File: config.mk
export PLATFORM = sky130hd
export DESIGN_NAME = vga_timing
export DESIGN_NICKNAME = d
export VERILOG_FILES = /design/src/rtl/vga_timing.sv
export SDC_FILE = /design/constraint.sdc
export NUM_CORES = 1
export LEC_CHECK = 0
export CORE_MARGIN = 10
export CORE_UTILIZATION = 48
export DETAILED_ROUTE_END_ITERATION = 16
export GPL_ROUTABILITY_DRIVEN = 0
export PLACE_DENSITY_LB_ADDON = 0.08
export SETUP_SLACK_MARGIN = 0.15
export SYNTH_ARGS = -nofsm -noshare
export SYNTH_HDL_FRONTEND = slang
export SYNTH_SLANG_ARGS = --single-unit
File: constraint.sdc
create_clock -name clk -period 5.4 [get_ports clk]
set_input_delay 0.54 -clock clk [delete_from_list [all_inputs] [get_ports clk]]
set_output_delay 0.54 -clock clk [all_outputs]
set_load 0.01 [all_outputs]
File: src/rtl/vga_timing.sv
// Pixel-timing generator: hpos/vpos counters, registered syncs, visible flag and frame strobes.
// Optional macro VGA_TIMING_SYNC_DELAY_EN adds one pix_en-gated register stage to both syncs.
module vga_timing #(
    parameter int unsigned H_VIEW     = 640,
    parameter int unsigned H_FRONT    = 16,
    parameter int unsigned H_SYNC     = 96,
    parameter int unsigned H_BACK     = 48,
    parameter int unsigned V_VIEW     = 480,
    parameter int unsigned V_FRONT    = 10,
    parameter int unsigned V_SYNC     = 2,
    parameter int unsigned V_BACK     = 33,
    parameter int unsigned FRAME_BITS = 8
) (
    input  logic                  clk,
    input  logic                  reset_n,
    input  logic                  pix_en,
    output logic [9:0]            hpos,
    output logic [9:0]            vpos,
    output logic                  hsync_n,
    output logic                  vsync_n,
    output logic                  visible,
    output logic                  hmax,
    output logic                  vmax,
    output logic                  frame_end,
    output logic                  field,
    output logic [FRAME_BITS-1:0] frame_count
);

    localparam int unsigned H_TOTAL = H_VIEW + H_FRONT + H_SYNC + H_BACK;
    localparam int unsigned V_TOTAL = V_VIEW + V_FRONT + V_SYNC + V_BACK;

    if (H_TOTAL > 1024) begin : g_h_total_too_big
        $error("H_TOTAL does not fit the 10-bit horizontal counter");
    end
    if (V_TOTAL > 1024) begin : g_v_total_too_big
        $error("V_TOTAL does not fit the 10-bit vertical counter");
    end

    localparam logic [9:0]  HLast      = 10'(H_TOTAL - 1);
    localparam logic [9:0]  VLast      = 10'(V_TOTAL - 1);
    // 11-bit bounds so a sync pulse ending exactly at 1024 still compares correctly
    localparam logic [10:0] HView      = 11'(H_VIEW);
    localparam logic [10:0] VView      = 11'(V_VIEW);
    localparam logic [10:0] HSyncStart = 11'(H_VIEW + H_FRONT);
    localparam logic [10:0] HSyncEnd   = 11'(H_VIEW + H_FRONT + H_SYNC);
    localparam logic [10:0] VSyncStart = 11'(V_VIEW + V_FRONT);
    localparam logic [10:0] VSyncEnd   = 11'(V_VIEW + V_FRONT + V_SYNC);
    localparam logic [FRAME_BITS-1:0] FrameOne = FRAME_BITS'(1);

    logic [9:0]            h_q, h_d, v_q, v_d;
    logic                  frame_wrap;
    logic                  hsync_q, hsync_d, vsync_q, vsync_d;
    logic                  vis_q, vis_d, hmax_q, hmax_d, vmax_q, vmax_d, fend_q;
    logic                  field_q;
    logic [FRAME_BITS-1:0] fcount_q;

    always_comb begin
        h_d        = h_q;
        v_d        = v_q;
        frame_wrap = 1'b0;
        if (h_q == HLast) begin
            h_d = '0;
            if (v_q == VLast) begin
                v_d        = '0;
                frame_wrap = 1'b1;
            end else begin
                v_d = v_q + 10'd1;
            end
        end else begin
            h_d = h_q + 10'd1;
        end
    end

    // Decodes use next-state counters so registered outputs line up with hpos/vpos
    always_comb begin
        hsync_d = !(({1'b0, h_d} >= HSyncStart) && ({1'b0, h_d} < HSyncEnd));
        vsync_d = !(({1'b0, v_d} >= VSyncStart) && ({1'b0, v_d} < VSyncEnd));
        vis_d   = ({1'b0, h_d} < HView) && ({1'b0, v_d} < VView);
        hmax_d  = (h_d == HLast);
        vmax_d  = (v_d == VLast);
    end

    always_ff @(posedge clk or negedge reset_n) begin
        if (!reset_n) begin
            h_q      <= '0;
            v_q      <= '0;
            hsync_q  <= 1'b1;
            vsync_q  <= 1'b1;
            vis_q    <= 1'b1;
            hmax_q   <= 1'b0;
            vmax_q   <= 1'b0;
            fend_q   <= 1'b0;
            field_q  <= 1'b0;
            fcount_q <= '0;
        end else if (pix_en) begin
            h_q     <= h_d;
            v_q     <= v_d;
            hsync_q <= hsync_d;
            vsync_q <= vsync_d;
            vis_q   <= vis_d;
            hmax_q  <= hmax_d;
            vmax_q  <= vmax_d;
            fend_q  <= hmax_d & vmax_d;
            if (frame_wrap) begin
                field_q  <= ~field_q;
                fcount_q <= fcount_q + FrameOne;
            end
        end
    end

`ifdef VGA_TIMING_SYNC_DELAY_EN
    logic hsync_dly_q, vsync_dly_q;

    always_ff @(posedge clk or negedge reset_n) begin
        if (!reset_n) begin
            hsync_dly_q <= 1'b1;
            vsync_dly_q <= 1'b1;
        end else if (pix_en) begin
            hsync_dly_q <= hsync_q;
            vsync_dly_q <= vsync_q;
        end
    end

    assign hsync_n = hsync_dly_q;
    assign vsync_n = vsync_dly_q;
`else
    assign hsync_n = hsync_q;
    assign vsync_n = vsync_q;
`endif

    assign hpos        = h_q;
    assign vpos        = v_q;
    assign visible     = vis_q;
    assign hmax        = hmax_q;
    assign vmax        = vmax_q;
    assign frame_end   = fend_q;
    assign field       = field_q;
    assign frame_count = fcount_q;

endmodule

==> results of run 1 <==
Yosys cell counts (all sizes together) (2+ instances only):
cell	n	area share (%)
o31ai	2	0.71
nand2b	2	0.59
nand3b	2	0.71
o211ai	3	1.1
mux2i	2	0.95
or4	2	0.89
a31oi	7	2.1
xor2	9	3.7
a21oi	10	2.4
nor4	4	1.2
nand2	18	3.2
xnor2	11	4.6
dfstp	3	3.7
o21ai	12	3.0
nand4	5	1.5
o21a	2	0.71
nor2	20	3.6
clkbuf	10	1.8
buf	6	1.7
ha	5	3.0
or3	4	1.2
and3	5	1.5
nor3	4	0.95
dfrtp	32	38
inv	7	1.2
mux2	2	1.1
o2bb2ai	2	1.1
a41oi	3	1.2
and2	2	0.59
nand4b	2	0.83
or2	2	0.59
and4	4	1.7
nand3	12	3.1
power breakdown:
part	switching [mW]	total [mW]	internal [mW]
clock	0.0996	0.204	0.104
sequential	0.0861	0.391	0.305
combinational	0.156	0.313	0.157
final timing paths:
check | slack (ns) | depth (start not counted) | to
setup / recovery | 2.56 | 7 | vsync_n
hold reg to reg | 0.48 | 1 | field
min in group asynchronous | 0.65 | 2 | frame_count[4]
hold / removal | 0.48 | 1 | field
max in group asynchronous | 4.39 | 2 | vsync_n
setup reg to reg | 2.56 | 7 | vsync_n
through the flow:
step / instances / utilization [%] / setup WS [ns]
finish: 312 / 60.1 / 2.56
global route: 312 / 60.1 / 2.26
CTS: 312 / 60.1 / 2.59
detailed placement: 304 / 57.8 / 2.39
global placement: 304 / 57.8 / 2.44
floorplan: 230 / - / 2.92
final cells by class:
class	count	area (µm²)
tap	52	65.1
timing repair buffer	38	378
sequential	35	880
fill	393	1720
inverter	8	30.0
clock inverter	2	16.3
clock buffer	6	82.6
multi-input combinational	171	1130
cells in the final DEF, fill, tap and decap left out, types with 6 or more instances in the layout:
cell type / count
o21ai_0: 11
xnor2_1: 11
clkdlybuf4s50_1: 37
inv_1: 7
nand2_1: 18
nand3_1: 11
xor2_1: 9
clkbuf_8: 6
dfrtp_1: 32
nor2_1: 20
a31oi_1: 7
a21oi_1: 10
registers in the layout, summed over array words and instances, names as in the netlist:
| register | count |
|---|---|
| field | 1 |
| frame_count | 8 |
| frame_end | 1 |
| hmax | 1 |
| hpos | 10 |
| hsync_n | 1 |
| visible | 1 |
| vmax | 1 |
| vpos | 10 |
| vsync_n | 1 |
kinds of logic (layout without fill, tap and decap cells):
family                   Yosys count  count (layout)  synth area share [%]
AO/OA/AOI/OAI                     52              52                  17.0
XOR/XNOR                          20              20                  8.30
adder cells (fa/ha/maj)            5               5                  2.97
buffers and inverters             24              54                  4.86
flip-flops                        35              35                  41.7
multiplexers                       4               4                  2.02
AND/OR/NAND/NOR                   90              90                  23.2
routing by layer:
| layer | share of wire (%) | global-route usage (%) | vias to the layer above | wire, µm |
|---|---|---|---|---|
| met5 | 0 | 0 | - | 0 |
| met4 | 1.6 | 5.74 | 0 | 79 |
| met3 | 6.9 | 5.16 | 7 | 350 |
| met2 | 46 | 23.1 | 38 | 2330 |
| met1 | 46 | 17.8 | 875 | 2310 |
| li1 | - | - | 896 | - |
==> results.json, run 1 <==
{
  "place_area_um2": 2480,
  "crit_fanout": 12,
  "tightestPinTransition_ns": 0.752,
  "cts_root_buf": "clkbuf_8",
  "slew_headroom_pct": 49.4,
  "drv_cap": 0,
  "overflow": 0,
  "synth_ff_type": "dfrtp_1",
  "synth_edf_count": 0,
  "cp_num_buf_inv": 0,
  "totalWireLength_mm": 5.08,
  "vias": 1816,
  "post_cts_buffers": 0,
  "yosysWarnings": 0,
  "syn_avg_cell_area_um2": 9.17,
  "firstDrtPassIters": 4,
  "period_minus_slack_ns": 2.84,
  "ant_nets": 0,
  "grt_util_all_layers_pct": 14.6,
  "setup_viol": 0,
  "r2r-start": "hpos[1]",
  "synthArstFlopShare_pct": 100,
  "hp-class": "reg2reg",
  "wl_per_cell_um": 16.3,
  "critical-path-top-delay-family": "simple AND/OR/NAND/NOR gates",
  "start_util_pct": 49.1,
  "synth-seq-cells": 35,
  "outcome": "finished clean",
  "worstSetupPathType": "reg2reg",
  "syn_area_um2": 2110,
  "hold_ws_ns": 0.483,
  "slew_viol_final": 0,
  "p_leak_nw": 1.06,
  "min_from": "field",
  "die_area_um2": 7450,
  "hold_viol": 0,
  "viasPerCell": 5.82,
  "fp-row-count": 24,
  "clock_path_buffers": 2,
  "skew_ns": 0.00986,
  "nNetsFinal": 267,
  "rsz0062_at_grt": "no",
  "period_share_pct": 52.5,
  "design.core.area_um2": 4290,
  "die_x_um": 86.3,
  "power.density_nw_per_um2": 352,
  "clkTransAtPathRegs_ns": 0.07,
  "io_pins": 38,
  "max_stage_delay_ns": 0.47,
  "postSynthCellCount": 230,
  "startpoint_type": "register",
  "dieHeight_um": 86.3,
  "cp_cell_sequence": "ha_1, and4_1, and3_1, a31oi_1, or2_2, nor4_1, a41oi_1",
  "crit_slowest_cell": "and3_1",
  "fmax_ghz": 0.353,
  "fin_setup_tns_ns": 0,
  "end_kind": "register",
  "cts_hold_buf": 0,
  "power.total_mw": 0.907,
  "route.detailed.drc": 0,
  "htreeDepth": 2,
  "cts_resized": 0,
  "crit_start": "hpos[1]",
  "portBuffers": 37,
  "hpwl_mm": 3.66,
  "grt_pass1_wl_mm": 9.00,
  "cts_buffers": 5,
  "cp_data_required_time_ns": 5.57,
  "insertion_delay_ns": 0.29,
  "diodes": 0,
  "worstPathArrival_ns": 3.01,
  "cts_tree": "yes",
  "cts_sinks": 35,
  "final_layout_size_suffix_gt1_share_pct": 8.46,
  "max-vdd-ir-drop_mv": 0.205,
  "ys_types": 53,
  "syn2layout_area_growth_pct": 22.2,
  "antenna_found_initial": 0,
  "grt_max_degree": 36,
  "drt_iter0_markers": 135,
  "synth_nets": 238,
  "grt_pass1_vias": 1879,
  "design_area_um2": 2580,
  "yosysSeqAreaShare_pct": 41.7
}
(Power assumes the default switching activity.)
==> run 2: changes to the inputs <==
--- a/config.mk
+++ b/config.mk
@@ -6,7 +6,7 @@
 export NUM_CORES = 1
 export LEC_CHECK = 0
 export CORE_MARGIN = 10
-export CORE_UTILIZATION = 48
+export CORE_UTILIZATION = 47
 export DETAILED_ROUTE_END_ITERATION = 16
 export GPL_ROUTABILITY_DRIVEN = 0
 export PLACE_DENSITY_LB_ADDON = 0.08
==> constraint.sdc (replaced) <==
create_clock -name clk -period 2.58 [get_ports clk]
set_input_delay 0.258 -clock clk [delete_from_list [all_inputs] [get_ports clk]]
set_output_delay 0.258 -clock clk [all_outputs]
set_load 0.01 [all_outputs]
==> run 2 against run 1 <==
  * Hold slack worse by 0.091 ns
  * Clock-buffer cell count unchanged
  * Combinational power rose to 2.9 times the previous value
  * Final area up 8.8%
  * Clock skew down 0.0046 ns
  * Via count up 9.1%
  * Global-route usage up 0.15 points
  * Sequential cell count unchanged
==> results.json, run 2 (synthesis results as in run 1) <==
{
  "outcome": "finished clean",
  "slew_viol_final": 0,
  "nNetsFinal": 292,
  "cpMostUsedCell": "or3_4",
  "cp_data_required_time_ns": 2.76,
  "drv_cap": 0,
  "wl_per_cell_um": 16.1,
  "syn2layout_area_growth_pct": 33.0,
  "end_kind": "register",
  "final_util_pct": 64.4,
  "route.detailed.drc": 0,
  "hpwl_mm": 4.02,
  "insertion_delay_ns": 0.29,
  "tightestPinTransition_ns": 0.477,
  "grt_util_all_layers_pct": 14.8,
  "clock_path_buffers": 2,
  "critical-path-top-delay-family": "simple AND/OR/NAND/NOR gates",
  "drt_iter0_markers": 130,
  "crit_start": "vpos[8]",
  "ant_nets": 0,
  "p_leak_nw": 1.18,
  "htreeDepth": 2,
  "start_util_pct": 48.4,
  "power.total_mw": 2.01,
  "final_layout_size_suffix_gt1_share_pct": 19.6,
  "design.core.area_um2": 4350,
  "r2r-start": "vpos[8]",
  "place_inst": 329,
  "grt_pass1_vias": 1947,
  "cp_cell_sequence": "or3_4, or4_4, buf_4, or3_4, nor2_2, nand3_1, xnor2_1",
  "reg2reg_to": "frame_count[7]",
  "r2r_setup_slack_ns": 0.24,
  "firstDrtPassIters": 4,
  "fin_cells": 337,
  "worstSetupPathType": "reg2reg",
  "rsz0062_at_grt": "no",
  "viasPerCell": 5.88,
  "grt_max_degree": 36,
  "portBuffers": 37,
  "die_x_um": 87.0,
  "cts_sinks": 35,
  "crit_fanout": 6,
  "max_stage_delay_ns": 0.53,
  "crit_path_end": "frame_count[7]",
  "hold_viol": 0,
  "io_pins": 38,
  "dieHeight_um": 87.0,
  "clkTransAtPathRegs_ns": 0.07,
  "max-vdd-ir-drop_mv": 0.500,
  "cts_root_buf": "clkbuf_8",
  "period_share_pct": 90.8,
  "cp_num_cells": 7,
  "worstPathArrival_ns": 2.52,
  "slew_headroom_pct": 67.4,
  "period_minus_slack_ns": 2.34,
  "cts_tree": "yes",
  "cts_hold_buf": 0,
  "cp_num_buf_inv": 1,
  "crit_slowest_cell": "or4_4",
  "startpoint_type": "register",
  "r2r_cells": 7,
  "vias": 1982,
  "hp-class": "in2async",
  "grt_pass1_wl_mm": 9.16,
  "diodes": 0,
  "fin_setup_tns_ns": 0,
  "die_area_um2": 7570,
  "antenna_found_initial": 0,
  "overflow": 0,
  "setup_viol": 0,
  "skew_ns": 0.00526,
  "final_common_cell": "clkdlybuf4s50_1",
  "fmax_ghz": 0.427,
  "totalWireLength_mm": 5.42,
  "most-common-layout-cells": "clkdlybuf4s50_1, dfrtp_1, buf_4",
  "power.density_nw_per_um2": 716,
  "fp-row-count": 24,
  "cts_buffers": 5
}
[run 2: per-layer routing]
metal	share of wire, %	track usage, %	up-vias
met5	0	0	-
met4	1.8	5.60	0
met3	7.7	4.96	12
met2	47	23.0	62
met1	44	18.4	959
li1	-	-	949
[run 2: where the power goes]
group | total [mW] | internal, mW | switching (mW)
clock network | 0.382 | 0.188 | 0.193
logic | 0.912 | 0.430 | 0.483
registers | 0.714 | 0.639 | 0.0743
total | 2.01 | 1.26 | 0.750
[run 2: layout make-up]
class | count | area, µm²
Fill cell | 385 | 1550
Clock buffer | 6 | 72.6
Multi-Input combinational cell | 171 | 1180
Timing Repair Buffer | 63 | 566
Clock inverter | 2 | 12.5
Sequential cell | 35 | 880
Inverter | 8 | 30.0
Tap cell | 52 | 65.1
[run 2: per-stage QoR]
step / worst slack, ns / instance area (µm²) / hold slack [ns]
global route: 0.153 / 2810 / 0.416
finish: 0.237 / 2810 / 0.392
floorplan: 0.102 / 2110 / -0.0376
detailed placement: 0.143 / 2670 / 0.467
CTS: 0.160 / 2760 / 0.406
global placement: 0.206 / 2670 / 0.457
[run 2: how the worst min path moves through the flow]
stage | startpoint | to | cells past startpoint | slack (ns)
after detailed placement | frame_count[7] | frame_count[7] | 1 | 0.47
after CTS | reset_n | frame_count[6] | 2 | 0.41
after floorplan | reset_n | field | 0 | -0.04
after global placement | field | field | 1 | 0.46
after global routing | reset_n | frame_count[4] | 2 | 0.42
final | reset_n | frame_count[4] | 2 | 0.39
[run 2: worst register-to-register path: cells and delay by family, from the launching register on]
kind	cells	cell delay, ns
simple gates	5	1.53
flops	1	0.38
xor+xnor	1	0.13
buf+inv	1	0.18
[run 2: repair_timing]
item,in CTS,in global routing
resized for setup,2,11
buffers inserted,0,0
pin swaps,0,5
endpoints found under the setup margin,4,6
